==> src/rtl/capacitive_sensor_array.sv <==
// Multi-channel RC-charge capacitive touch scanner.
// Pads are measured round-robin, one channel per measurement: each pad is
// discharged for DISCHARGE_CYCLES, then released and timed until its
// synchronised input reads high (or MAX_COUNT is reached).
// Optional build macro CAP_BASELINE_TRACK_EN: per-channel self-calibrating
// baseline; touch is then judged relative to the tracked baseline rather
// than against the absolute THRESHOLD.
module capacitive_sensor_array #(
  parameter int NUM_CH           = 4,
  parameter int COUNT_W          = 16,
  parameter int DISCHARGE_CYCLES = 64,
  parameter int MAX_COUNT        = 4095,
  parameter int THRESHOLD        = 200,
  parameter int CH_W             = 2
) (
  input  logic               clock,
  input  logic               reset,
  input  logic               start,
  input  logic [NUM_CH-1:0]  sensor_in,
  output logic [NUM_CH-1:0]  sensor_drive,
  output logic [COUNT_W-1:0] count_out,
  output logic [CH_W-1:0]    chan_out,
  output logic               result_valid,
  output logic               timeout,
  output logic [NUM_CH-1:0]  touched,
  output logic               busy
);

  localparam int DIS_W = (DISCHARGE_CYCLES < 2) ? 1 : $clog2(DISCHARGE_CYCLES);
  localparam logic [DIS_W-1:0]   DIS_LAST = DIS_W'(DISCHARGE_CYCLES - 1);
  localparam logic [COUNT_W-1:0] MAX_C    = COUNT_W'(MAX_COUNT);
  localparam logic [COUNT_W:0]   THR_X    = (COUNT_W + 1)'(THRESHOLD);
  localparam logic [CH_W-1:0]    CH_LAST  = CH_W'(NUM_CH - 1);

  typedef enum logic [1:0] {
    S_IDLE,
    S_DISCHARGE,
    S_CHARGE,
    S_REPORT
  } state_t;

  state_t state, state_nxt;

  logic [NUM_CH-1:0]  sync_p0, sync_p1;
  logic [CH_W-1:0]    ch;
  logic [DIS_W-1:0]   dis_cnt;
  logic [COUNT_W-1:0] chg_cnt;
  logic               sense_hi;
  logic               meas_done;

`ifdef CAP_BASELINE_TRACK_EN
  logic [COUNT_W-1:0] baseline [NUM_CH];
  logic [NUM_CH-1:0]  calibrated;

  // Touch when count exceeds baseline+THRESHOLD; one extra bit so the sum never wraps.
  function automatic logic over_base(input logic [COUNT_W-1:0] c,
                                     input logic [COUNT_W-1:0] b);
    return {1'b0, c} > ({1'b0, b} + THR_X);
  endfunction

  // Move the baseline one count toward the latest measurement.
  function automatic logic [COUNT_W-1:0] step_toward(input logic [COUNT_W-1:0] b,
                                                     input logic [COUNT_W-1:0] c);
    if (c > b)      return b + 1'b1;
    else if (c < b) return b - 1'b1;
    else            return b;
  endfunction
`else
  // Absolute touch rule.
  function automatic logic over_abs(input logic [COUNT_W-1:0] c);
    return {1'b0, c} > THR_X;
  endfunction
`endif

  // Select the synchronised sense bit of the active channel.
  always_comb begin
    sense_hi = 1'b0;
    for (int i = 0; i < NUM_CH; i++) begin
      if (ch == CH_W'(i)) sense_hi = sync_p1[i];
    end
  end

  // Measurement ends on a sensed edge or when the counter reaches its limit.
  assign meas_done = (state == S_CHARGE) && (sense_hi || (chg_cnt == MAX_C));

  // Only the active pad is ever released; every other pad stays discharged.
  always_comb begin
    sensor_drive = '0;
    for (int i = 0; i < NUM_CH; i++) begin
      sensor_drive[i] = (state == S_CHARGE) && (ch == CH_W'(i));
    end
  end

  // State register.
  always_ff @(posedge clock or posedge reset) begin
    if (reset) state <= S_IDLE;
    else       state <= state_nxt;
  end

  // Next-state logic and busy flag.
  always_comb begin
    state_nxt = state;
    busy      = (state != S_IDLE);
    case (state)
      S_IDLE:      if (start) state_nxt = S_DISCHARGE;
      S_DISCHARGE: if (dis_cnt == DIS_LAST) state_nxt = S_CHARGE;
      S_CHARGE:    if (meas_done) state_nxt = S_REPORT;
      S_REPORT:    state_nxt = start ? S_DISCHARGE : S_IDLE;
      default:     state_nxt = S_IDLE;
    endcase
  end

  // Discharge and charge timers; both restart whenever their state is left.
  always_ff @(posedge clock) begin
    if (state != S_DISCHARGE) dis_cnt <= '0;
    else                      dis_cnt <= dis_cnt + 1'b1;

    if (state != S_CHARGE)                  chg_cnt <= '0;
    else if (!sense_hi && chg_cnt != MAX_C) chg_cnt <= chg_cnt + 1'b1;
  end

  // Input synchroniser, channel rotation, result registers and touch state.
  always_ff @(posedge clock or posedge reset) begin
    if (reset) begin
      sync_p0      <= '0;
      sync_p1      <= '0;
      ch           <= '0;
      count_out    <= '0;
      chan_out     <= '0;
      result_valid <= 1'b0;
      timeout      <= 1'b0;
      touched      <= '0;
`ifdef CAP_BASELINE_TRACK_EN
      calibrated   <= '0;
      for (int i = 0; i < NUM_CH; i++) baseline[i] <= '0;
`endif
    end else begin
      sync_p0      <= sensor_in;
      sync_p1      <= sync_p0;
      result_valid <= 1'b0;

      if (meas_done) begin
        count_out    <= chg_cnt;
        chan_out     <= ch;
        timeout      <= !sense_hi;
        result_valid <= 1'b1;
        for (int i = 0; i < NUM_CH; i++) begin
          if (ch == CH_W'(i)) begin
`ifdef CAP_BASELINE_TRACK_EN
            if (!calibrated[i]) begin
              baseline[i]   <= chg_cnt;
              calibrated[i] <= 1'b1;
              touched[i]    <= 1'b0;
            end else begin
              touched[i] <= over_base(chg_cnt, baseline[i]);
              if (!over_base(chg_cnt, baseline[i]) && sense_hi)
                baseline[i] <= step_toward(baseline[i], chg_cnt);
            end
`else
            touched[i] <= over_abs(chg_cnt);
`endif
          end
        end
      end

      if (state == S_REPORT) ch <= (ch == CH_LAST) ? '0 : ch + 1'b1;
    end
  end

endmodule

==> config.mk <==
export PLATFORM = sky130hd
export DESIGN_NAME = capacitive_sensor_array
export DESIGN_NICKNAME = d
export VERILOG_FILES = /design/src/rtl/capacitive_sensor_array.sv
export SDC_FILE = /design/constraint.sdc
export NUM_CORES = 1
export LEC_CHECK = 0
export BUFFER_PORTS_ARGS = -buffer_cell sky130_fd_sc_hd__buf_2
export CAP_MARGIN = 20
export CORE_ASPECT_RATIO = 0.75
export CORE_MARGIN = 5
export CORE_UTILIZATION = 60
export DETAILED_ROUTE_END_ITERATION = 6
export PLACE_DENSITY_LB_ADDON = 0.15
export SLEW_MARGIN = 20
export SYNTH_ARGS = -nofsm -noshare
export SYNTH_HDL_FRONTEND = slang
export SYNTH_SLANG_ARGS = --single-unit
==> constraint.sdc <==
create_clock -name clock -period 4.4 [get_ports clock]
set_input_delay 0.88 -clock clock [delete_from_list [all_inputs] [get_ports clock]]
set_output_delay 0.88 -clock clock [all_outputs]
set_load 0.1 [all_outputs]
==> out/qor.yml, run 1 <==
status: "completed"
coreArea_um2: 4080
die_area_um2: 5640
crit_required_ns: 4.61
die_h_um: 66.3
slowest_stage: "o2bb2ai_2"
synth_top_family_by_area: "simple AND/OR/NAND/NOR gates"
reg2reg_to: "count_out[6]"
end_kind: "flip-flop"
crit_type: "reg2reg"
maxCapViolCount: 0
io_pins: 36
fin_skew_ns: 0.00757
totalWireLength_um: 4830
synth_top_cell_by_area: "dfrtp_1"
hp-class: "reg2reg"
power_density_nw_per_um2: 645
crit_buf_inv: 1
num_vias: 1842
rsz0062_at_grt: "false"
post-cts-setup-buffer-count: 0
grt_pass1_wl_um: 8490
synth_cell_types: 38
synthSimpleGateAreaFrac_pct: 14.5
synth-xor-area-share_pct: 1.73
async_flop_share_pct: 62.1
startpoint_type: "flip-flop"
worst_slew_pin_slew_ns: 0.985
gp_congestion: 0.803
placed_area_um2: 2750
ys_seq_elements: 58
nets: 294
r2r_slack_ns: 1.51
hpwl_um: 3350
grt_max_degree: 37
ir_drop_v: 0.000636
ff2ff_path_depth: 7
synth_mux_area_share_pct: 8.78
finalSetupViolations: 0
initial_core_util_pct: 62.2
first_global_vias: 1808
grt_antenna_before_repair: 0
clkSlewWorstSetupHoldPaths_ns: 0.06
synth.top_cell.area_share_pct: 35.5
synth_edf_count: 0
cts_tree: "done"
syn_nets: 254
crit_chain: "inv_1 > ha_1 > and3b_1 > a2111oi_4 > o2bb2ai_2 > nand2_2 > mux2_2"
globalRoute.totalOverflow: 0
final_cell_mix: "dfrtp_1 (36), buf_2 (35), o21ai_0 (24)"
synth_area_um2: 2540
detail_route.vias_per_cell: 5.50
cp_num_cells: 7
layout-drive-gt1-share_pct: 25.7
die_x_um: 85.1
synth_cells: 235
slowest_delay_ns: 0.80
design_area_um2: 2960
drc: 0
clk_latency_ns: 0.33
cts-root-buf: "clkbuf_8"
synthAdderAreaFrac_pct: 5.92
num_rows: 20
ys_seq_area_share_pct: 52.9
antenna_cells: 0
post_cts_resized: 0
slew_viol_final: 0
io_buffers: 35
hold_violations: 0
ant_nets: 0
final_common_cell: "dfrtp_1"
slew_headroom_pct: 33.9
period_minus_slack_ns: 2.89
critPathCapture: "count_out[6]"
synth.area.top_cells: "dfrtp_1 (36%), dfxtp_1 (17%), mux2_2 (8.0%), ha_1 (5.9%), o21ai_0 (4.7%)"
arrival_ns: 3.10
drt-initial-drc-count: 148
p_leak_uw: 0.00135
clockBufferDepth: 2
wl_per_cell_um: 14.4
synth-main-ff-cell: "dfrtp_1"
avgSynthCellArea_um2: 10.8
finalCritPeriodShare_pct: 65.6
yosys_warnings: 0
critical_path.top_delay_family: "compound AO/OA/AOI/OAI gates"
dr.pass1.iters: 4
grt.total_usage_pct: 19.8
syn_to_final_growth_pct: 16.7
max_freq_mhz: 346
clkSinkCount: 58
cts_buffers: 9
r2r_start: "ch[1]"
fin_setup_tns_ns: 0
synth-compound-area-share_pct: 12.7
path_max_fanout: 30
htreeDepth: 3
cts_hold_buffers: 0
startpoint: "ch[1]"
==> layer usage <==
| layer | part of all wire, % | GRT usage (%) | vias to the layer above | routed length [um] |
|---|---|---|---|---|
| li1 | - | - | 915 | - |
| met1 | 47 | 24.7 | 878 | 2280 |
| met2 | 47 | 30.9 | 40 | 2250 |
| met3 | 4.9 | 6.85 | 9 | 236 |
| met4 | 1.4 | 9.49 | 0 | 69 |
| met5 | 0 | 0 | - | 0 |
==> flip-flops by register name, summed over array words and instances, names as in the netlist <==
name          flops
state             2
chg_cnt          16
sync_p0           4
result_valid      1
chan_out          2
ch                2
count_out        16
sync_p1           4
touched           4
timeout           1
dis_cnt           6
==> per-stage QoR <==
step           total power (uW)  hold slack [ns]  setup slack (ns)  util (%)  instances
6_report                   1910            0.344              1.51      72.5        335
5_1_grt                    2030            0.365              1.23      72.5        335
4_1_cts                    1930            0.348              1.48      72.5        335
3_5_place_dp               1420            0.337              1.49      67.5        319
3_3_place_gp               1400            0.332              1.61      67.5        319
2_1_floorplan              1300            0.331              1.83         -        235
==> worst min path at each step <==
stage          slack (ns)  depth (start not counted)         end       start
3_5_place_dp         0.34                          0  sync_p1[0]  sync_p0[0]
3_3_place_gp         0.33                          0  sync_p1[1]  sync_p0[1]
4_1_cts              0.35                          0  sync_p1[0]  sync_p0[0]
6_report             0.34                          0  sync_p1[0]  sync_p0[0]
5_1_grt              0.37                          0  sync_p1[0]  sync_p0[0]
2_1_floorplan        0.33                          0  sync_p1[0]  sync_p0[0]
==> final cells by class <==
class | count | area, um2
Inverter | 14 | 52.6
Fill cell | 302 | 1120
Tap cell | 55 | 68.8
Sequential cell | 58 | 1340
Clock inverter | 2 | 35.0
Timing Repair Buffer | 36 | 183
Clock buffer | 14 | 173
Multi-Input combinational cell | 156 | 1110
==> report_power, final <==
part	switching [uW]	internal [uW]	total (uW)
Combinational	594	176	771
Sequential	45.2	592	637
Clock	195	307	502
==> cell usage after synthesis (2+ instances only) <==
cell type and number:
or4_1 3, mux2i_1 2, buf_2 2, inv_1 14, and3_1 2, or3_1 9
dfrtp_1 36, clkbuf_1 4, xor2_1 3, mux2_2 18, nand2b_1 2, ha_1 12
nor4_1 4, nand3_1 11, nor2_1 5, nand2_1 17, a21oi_1 14, nand4_1 2
o31ai_1 3, xnor2_1 2, and2_1 8, dfxtp_1 22, o21ai_0 24, a211oi_1 2
==> logic make-up after synthesis <==
kind of cell / after synthesis
buf+inv: 21
compound gates: 51
fa+ha+maj: 12
xor+xnor: 5
flops: 58
simple gates: 68
mux: 20
(Power assumes the default switching activity.)
==> run 2: changes to the inputs <==
--- a/config.mk
+++ b/config.mk
@@ -5,11 +5,12 @@
 export SDC_FILE = /design/constraint.sdc
 export NUM_CORES = 1
 export LEC_CHECK = 0
+export ABC_AREA = 1
 export BUFFER_PORTS_ARGS = -buffer_cell sky130_fd_sc_hd__buf_2
 export CAP_MARGIN = 20
 export CORE_ASPECT_RATIO = 0.75
 export CORE_MARGIN = 5
-export CORE_UTILIZATION = 60
+export CORE_UTILIZATION = 51
 export DETAILED_ROUTE_END_ITERATION = 6
 export PLACE_DENSITY_LB_ADDON = 0.15
 export SLEW_MARGIN = 20
==> constraint.sdc (replaced) <==
create_clock -name clock -period 2.6 [get_ports clock]
set_input_delay 0.52 -clock clock [delete_from_list [all_inputs] [get_ports clock]]
set_output_delay 0.52 -clock clock [all_outputs]
set_load 0.1 [all_outputs]
==> out/qor.yml, run 2 <==
status: "completed"  # unchanged
ant_nets: 0  # unchanged
synth_edf_count: 0  # unchanged
crit_buf_inv: 3  # was 1
ys_seq_elements: 58  # unchanged
power_density_nw_per_um2: 979  # was 645 nW/um2
synth_cell_types: 24  # was 38
grt_max_degree: 40  # was 37
ys_seq_area_share_pct: 49.2  # was 52.9%
placedCellCount: 454  # was 319
slew_viol_final: 0  # unchanged
wl_per_cell_um: 12.4  # was 14.4 um
coreArea_um2: 5270  # was 4080 um2
die_x_um: 94.4  # was 85.1 um
crit_path_frequent_cell: "inv_1"
avgSynthCellArea_um2: 7.79  # was 10.8 um2
layout-drive-gt1-share_pct: 15.4  # was 25.7%
maxCapViolCount: 0  # unchanged
synth.top_cell.area_share_pct: 33.0  # was 35.5%
final_common_cell: "nand2_1"  # was dfrtp_1
ir_drop_v: 0.000623  # was 0.000636 V
die_area_um2: 6920  # was 5640 um2
yosys_warnings: 0  # unchanged
hold_violations: 0  # unchanged
synth_area_um2: 2730  # was 2540 um2
detail_route.vias_per_cell: 4.86  # was 5.50
clockBufferDepth: 2  # unchanged
slowest_stage: "dfrtp_1"  # was o2bb2ai_2
antenna_cells: 0  # unchanged
num_rows: 23  # was 20
crit_type: "reg2out"  # was reg2reg
syn_nets: 369  # was 254
synth_cells: 350  # was 235
fin_setup_tns_ns: 0  # unchanged
arrival_ns: 1.90  # was 3.10 ns
dr.pass1.iters: 4  # unchanged
placed_area_um2: 2960  # was 2750 um2
num_vias: 2283  # was 1842
post-cts-setup-buffer-count: 0  # unchanged
grt.total_usage_pct: 18.8  # was 19.8%
worst_slew_pin_slew_ns: 0.695  # was 0.985 ns
max_freq_mhz: 413
critical_path.top_delay_family: "buffers and inverters"  # was compound AO/OA/AOI/OAI gates
async_flop_share_pct: 62.1  # unchanged
cts_buffers: 9  # unchanged
cts-root-buf: "clkbuf_8"  # unchanged
rsz0062_at_grt: "false"  # unchanged
io_buffers: 35  # unchanged
final_cell_mix: "nand2_1 (105), inv_1 (41), dfrtp_1 (36)"  # was dfrtp_1 (36), buf_2 (35), o21ai_0 (24)
clk_latency_ns: 0.34  # was 0.33 ns
io_pins: 36  # unchanged
fin_skew_ns: 0.00830  # was 0.00757 ns
slowest_delay_ns: 0.43  # was 0.80 ns
grt_antenna_before_repair: 0  # unchanged
design_area_um2: 3150  # was 2960 um2
finalPower_uw: 3080  # was 1910 uW
htreeDepth: 3  # unchanged
totalWireLength_um: 5810  # was 4830 um
startpoint_type: "flip-flop"  # unchanged
initial_core_util_pct: 51.8  # was 62.2%
drt-initial-drc-count: 134  # was 148
hp-class: "in2async"  # was reg2reg
crit_chain: "inv_1 > ha_2 > nand2_1 > inv_1 > buf_2"  # was inv_1 > ha_1 > and3b_1 > a2111oi_4 > o2bb2ai_2 > nand2_2 > mux2_2
globalRoute.totalOverflow: 0  # unchanged
drc: 0  # unchanged
clkSlewWorstSetupHoldPaths_ns: 0.06  # about the same
path_max_fanout: 11  # was 30
die_h_um: 73.3  # was 66.3 um
slew_headroom_pct: 53.5  # was 33.9%
finalCritPeriodShare_pct: 93.0
grt_pass1_wl_um: 9940  # was 8490 um
syn_to_final_growth_pct: 15.6  # was 16.7%
fin_cells: 470  # was 335
clkSinkCount: 58  # unchanged
reg.largest.list: "chg_cnt x16, count_out x16, dis_cnt x6"  # unchanged
first_global_vias: 2126  # was 1808
nets: 409  # was 294
p_leak_uw: 0.00157  # was 0.00135 uW
yosysMostFrequentCell: "nand2_1"  # was dfrtp_1
synth-main-ff-cell: "dfrtp_1"  # unchanged
end_kind: "output port"  # was flip-flop
period_minus_slack_ns: 2.42
cts_tree: "done"  # unchanged
synth.area.top_cells: "dfrtp_1 (33%), dfxtp_1 (16%), nand2_1 (14%), inv_1 (5.6%), ha_1 (5.5%)"  # was dfrtp_1 (36%), dfxtp_1 (17%), mux2_2 (8.0%), ha_1 (5.9%), o21ai_0 (4.7%)
finalSetupViolations: 0  # unchanged
hold_slack_ns: 0.278  # was 0.344 ns
synth_common_cells: "nand2_1 (105), inv_1 (41), dfrtp_1 (36)"  # was dfrtp_1 (36), o21ai_0 (24), dfxtp_1 (22)
synth_top_cell_by_area: "dfrtp_1"  # unchanged
crit_required_ns: 2.08  # was 4.61 ns
hpwl_um: 4160  # was 3350 um
cts_hold_buffers: 0  # unchanged
gp_congestion: 0.896  # was 0.803
## run 2: cell types whose count changed after synthesis, moves of 4 or more
cell / delta
and2_1: -8
inv_1: +27
mux2_2: -18
nand2_1: +88
nand3_1: +18
nor2_1: +25
nor4_1: -4
o21ai_0: -12
o21ai_1: +18
or3_1: -9
## run 2: repair_timing
action,CTS,global route
endpoints found under the setup margin,0,4
gates resized for setup,0,1
hold endpoints to repair,0,0
## run 2: metrics by stage
step / setup slack [ns] / util, %
CTS: 0.00597 / 59.8
global placement: 0.410 / 56.2
floorplan: 0.399 / -
detailed placement: 0.390 / 56.2
global route: 0.0505 / 59.8
finish: 0.181 / 59.8
## run 2: final timing paths
kind / start / end / slack, ns / cells past startpoint
max: state[0] / sensor_drive[0] / 0.18 / 5
min: reset / sync_p0[1] / 0.28 / 3
max reg2reg: ch[0] / timeout / 0.48 / 12
min reg2reg: sync_p0[2] / sync_p1[2] / 0.35 / 0
max in group asynchronous: reset / count_out[3] / 1.99 / 3
min in group clock: sensor_in[1] / sync_p0[1] / 0.29 / 1
## run 2: tightest hold or removal path: stages
cell and delay (ns):
buf_2 0.09, inv_1 0.04, buf_4 0.39
## run 2: where the power goes
group	switching, uW	total [uW]	internal (uW)
Sequential	65.4	1060	990
Clock	335	801	466
Combinational	985	1230	244
## run 2: final cells by class
cell class                      count  area (um2)
Inverter                           45         169
Multi-Input combinational cell    239        1170
Fill cell                         504        2120
Sequential cell                    58        1340
Timing Repair Buffer               37         190
Clock buffer                       13         149
Clock inverter                      3        40.0
Tap cell                           75        93.8
## run 2: cell families (layout without fill, tap and decap cells)
group / after synthesis / in the layout / synth area share [%]
AO/OA/AOI/OAI: 47 / 47 / 8.81
XOR/XNOR: 3 / 3 / 0.964
adder cells (fa/ha/maj): 12 / 12 / 5.51
buffers and inverters: 53 / 98 / 8.08
flip-flops: 58 / 58 / 49.2
AND/OR/NAND/NOR: 177 / 177 / 27.4
## run 2: layer usage
layer	GRT usage [%]	vias up	part of all wire (%)
met4	8.65	0	1.7
met5	0	-	0
met2	27.7	62	41
li1	-	1182	-
met3	6.14	12	6.3
met1	25.4	1027	51
==> run 3: changes to the inputs <==
--- a/config.mk
+++ b/config.mk
@@ -10,7 +10,7 @@
 export CAP_MARGIN = 20
 export CORE_ASPECT_RATIO = 0.75
 export CORE_MARGIN = 5
-export CORE_UTILIZATION = 51
+export CORE_UTILIZATION = 25
 export DETAILED_ROUTE_END_ITERATION = 6
 export PLACE_DENSITY_LB_ADDON = 0.15
 export SLEW_MARGIN = 20
==> out/qor.yml, run 3 (synthesized netlist as in run 2, its figures left out) <==
status: "completed"  # unchanged
combPwrFrac_pct: 33.7  # was 39.8%
r2r_start: "ch[0]"  # unchanged
cp_num_cells: 5  # unchanged
wl_met3_um: 486  # was 364 um
switching_share_pct: 39.8  # was 44.9%
die_h_um: 100  # was 73.3 um
hp-class: "in2async"  # unchanged
max_freq_mhz: 437  # was 413 MHz
syn_to_final_growth_pct: 24.7  # was 15.6%
fin_setup_tns_ns: 0  # unchanged
ant_nets: 0  # unchanged
cts-root-buf: "clkbuf_16"  # was clkbuf_8
p_leak_uw: 0.00165  # was 0.00157 uW
io_buffers: 35  # unchanged
grt_antenna_before_repair: 0  # unchanged
crit_chain: "inv_1 > ha_1 > nand2_1 > inv_1 > buf_2"  # was inv_1 > ha_2 > nand2_1 > inv_1 > buf_2
slowest_stage: "buf_2"  # was dfrtp_1
hpwl_um: 4710  # was 4160 um
slowest_delay_ns: 0.43  # about the same
clockBufferDepth: 2  # unchanged
layout-drive-gt1-share_pct: 16.2  # was 15.4%
num_vias: 2278  # was 2283
maxCapViolCount: 0  # unchanged
die_area_um2: 13100  # was 6920 um2
first_global_vias: 2182  # was 2126
period_minus_slack_ns: 2.29  # was 2.42 ns
p_switching_uw: 1470  # was 1380 uW
dr.pass1.iters: 5  # was 4
clkPwrFrac_pct: 37.7  # was 26.0%
antenna_cells: 0  # unchanged
startpoint: "state[0]"  # unchanged
post-cts-setup-buffer-count: 0  # unchanged
die_x_um: 131  # was 94.4 um
cts_tree: "done"  # unchanged
met1Wirelength_um: 3360  # was 2960 um
totalWireLength_um: 6520  # was 5810 um
hold_violations: 0  # unchanged
reg2reg_to: "timeout"  # unchanged
clkSlewWorstSetupHoldPaths_ns: 0.05  # was 0.06 ns
crit_buf_inv: 3  # unchanged
crit_type: "reg2out"  # unchanged
io_pins: 36  # unchanged
power_density_nw_per_um2: 1090  # was 979 nW/um2
crit_path_frequent_cell: "inv_1"  # unchanged
critPathCapture: "sensor_drive[3]"  # was sensor_drive[0]
rsz0062_at_grt: "false"  # unchanged
ff2ff_path_depth: 12  # unchanged
arrival_ns: 1.77  # was 1.90 ns
initial_core_util_pct: 25.2  # was 51.8%
critical_path.top_delay_family: "buffers and inverters"  # unchanged
htreeDepth: 3  # unchanged
drt-initial-drc-count: 152  # was 134
slew_viol_final: 0  # unchanged
globalRoute.totalOverflow: 0  # unchanged
detail_route.vias_per_cell: 4.25  # was 4.86
clk_latency_ns: 0.33  # was 0.34 ns
fillers: 1183  # was 504
nets: 410  # was 409
intPower_uw: 2220  # was 1700 uW
end_kind: "output port"  # unchanged
grt_max_degree: 40  # unchanged
finalPower_uw: 3690  # was 3080 uW
final_common_cell: "nand2_1"  # unchanged
coreArea_um2: 10800  # was 5270 um2
drc: 0  # unchanged
path_max_fanout: 5  # was 11
reg.largest.list: "chg_cnt x16, count_out x16, dis_cnt x6"  # unchanged
finalSetupViolations: 0  # unchanged
highest_layer: "met4"  # unchanged
cts_buffers: 9  # unchanged
num_rows: 33  # was 23
wl_per_cell_um: 12.2  # was 12.4 um
startpoint_type: "flip-flop"  # unchanged
finalCritPeriodShare_pct: 88.0  # was 93.0%
gp_congestion: 0.822  # was 0.896
ir_drop_v: 0.000487  # was 0.000623 V
clkSinkCount: 58  # unchanged
worst_slew_pin_slew_ns: 0.712  # was 0.695 ns
grt_pass1_wl_um: 11200  # was 9940 um
crit_required_ns: 2.08  # about the same
post_cts_resized: 0  # unchanged
fin_skew_ns: 0.00765  # was 0.00830 ns
final_cell_mix: "nand2_1 (105), inv_1 (41), dfrtp_1 (36)"  # unchanged
wl_met2_um: 2600  # was 2390 um
grt.total_usage_pct: 11.0  # was 18.8%
p_seq_share_pct: 28.6  # was 34.2%
cts_hold_buffers: 0  # unchanged
slew_headroom_pct: 52.4  # was 53.5%
r2r_slack_ns: 0.46  # was 0.48 ns
==> run 3: changes by cell type in the layout (fill, tap and decap cells not counted) <==
| cell | previous run | this run |
|---|---|---|
| bufinv_16 | 1 | 3 |
| clkbuf_1 | 3 | 0 |
| buf_4 | 2 | 3 |
| clkbuf_16 | 0 | 9 |
| ha_2 | 1 | 0 |
| clkbuf_8 | 10 | 2 |
| ha_1 | 11 | 12 |
==> run 3: power groups by stage <==
stage / registers, uW / clock network [uW] / logic [uW]
floorplan: 1310 / 0 / 769
CTS: 1060 / 1430 / 1270
global route: 1070 / 1470 / 1390
finish: 1060 / 1390 / 1250
global placement: 1080 / 0 / 1270
detailed placement: 1070 / 0 / 1270
==> run 3: per-stage QoR <==
step	area (um2)	utilization [%]	setup WS [ns]	hold WS [ns]	cells
6_report	3400	31.4	0.312	0.298	536
5_1_grt	3400	31.4	0.111	0.285	536
4_1_cts	3400	31.4	0.277	0.284	536
3_5_place_dp	3050	28.2	0.401	0.337	520
3_3_place_gp	3050	28.2	0.391	0.338	520
2_1_floorplan	2730	-	0.399	0.331	350
==> run 3: per-layer routing <==
metal / global-route usage [%] / vias up
li1: - / 1186
met1: 16.0 / 1018
met2: 14.8 / 68
met3: 4.41 / 6
met4: 3.24 / 0
met5: 0 / -
==> run 3: worst register-to-register path, delay by kind of cell, from the launching register on <==
| kind | cells | cell delay (ns) |
|---|---|---|
| adders and majority gates | 1 | 0.23 |
| buffers and inverters | 2 | 0.20 |
| DFF | 1 | 0.38 |
| and+or+nand+nor | 9 | 1.23 |
==> run 3: final cells by class <==
| type | count | area, um2 | share of cell area [%] |
|---|---|---|---|
| Sequential cell | 58 | 1340 | 39.4 |
| Clock inverter | 5 | 100 | 2.94 |
| Multi-Input combinational cell | 239 | 1160 | 34.3 |
| Inverter | 45 | 169 | 4.97 |
| Timing Repair Buffer | 38 | 198 | 5.81 |
| Tap cell | 140 | 175 | 5.15 |
| Clock buffer | 11 | 253 | 7.43 |
==> run 3: worst min path at each step <==
stage | start | to | slack [ns]
3_5_place_dp | sync_p0[0] | sync_p1[0] | 0.34
5_1_grt | sensor_in[0] | sync_p0[0] | 0.28
6_report | reset | sync_p0[2] | 0.30
2_1_floorplan | sync_p0[0] | sync_p1[0] | 0.33
4_1_cts | sensor_in[0] | sync_p0[0] | 0.28
3_3_place_gp | sync_p0[0] | sync_p1[0] | 0.34
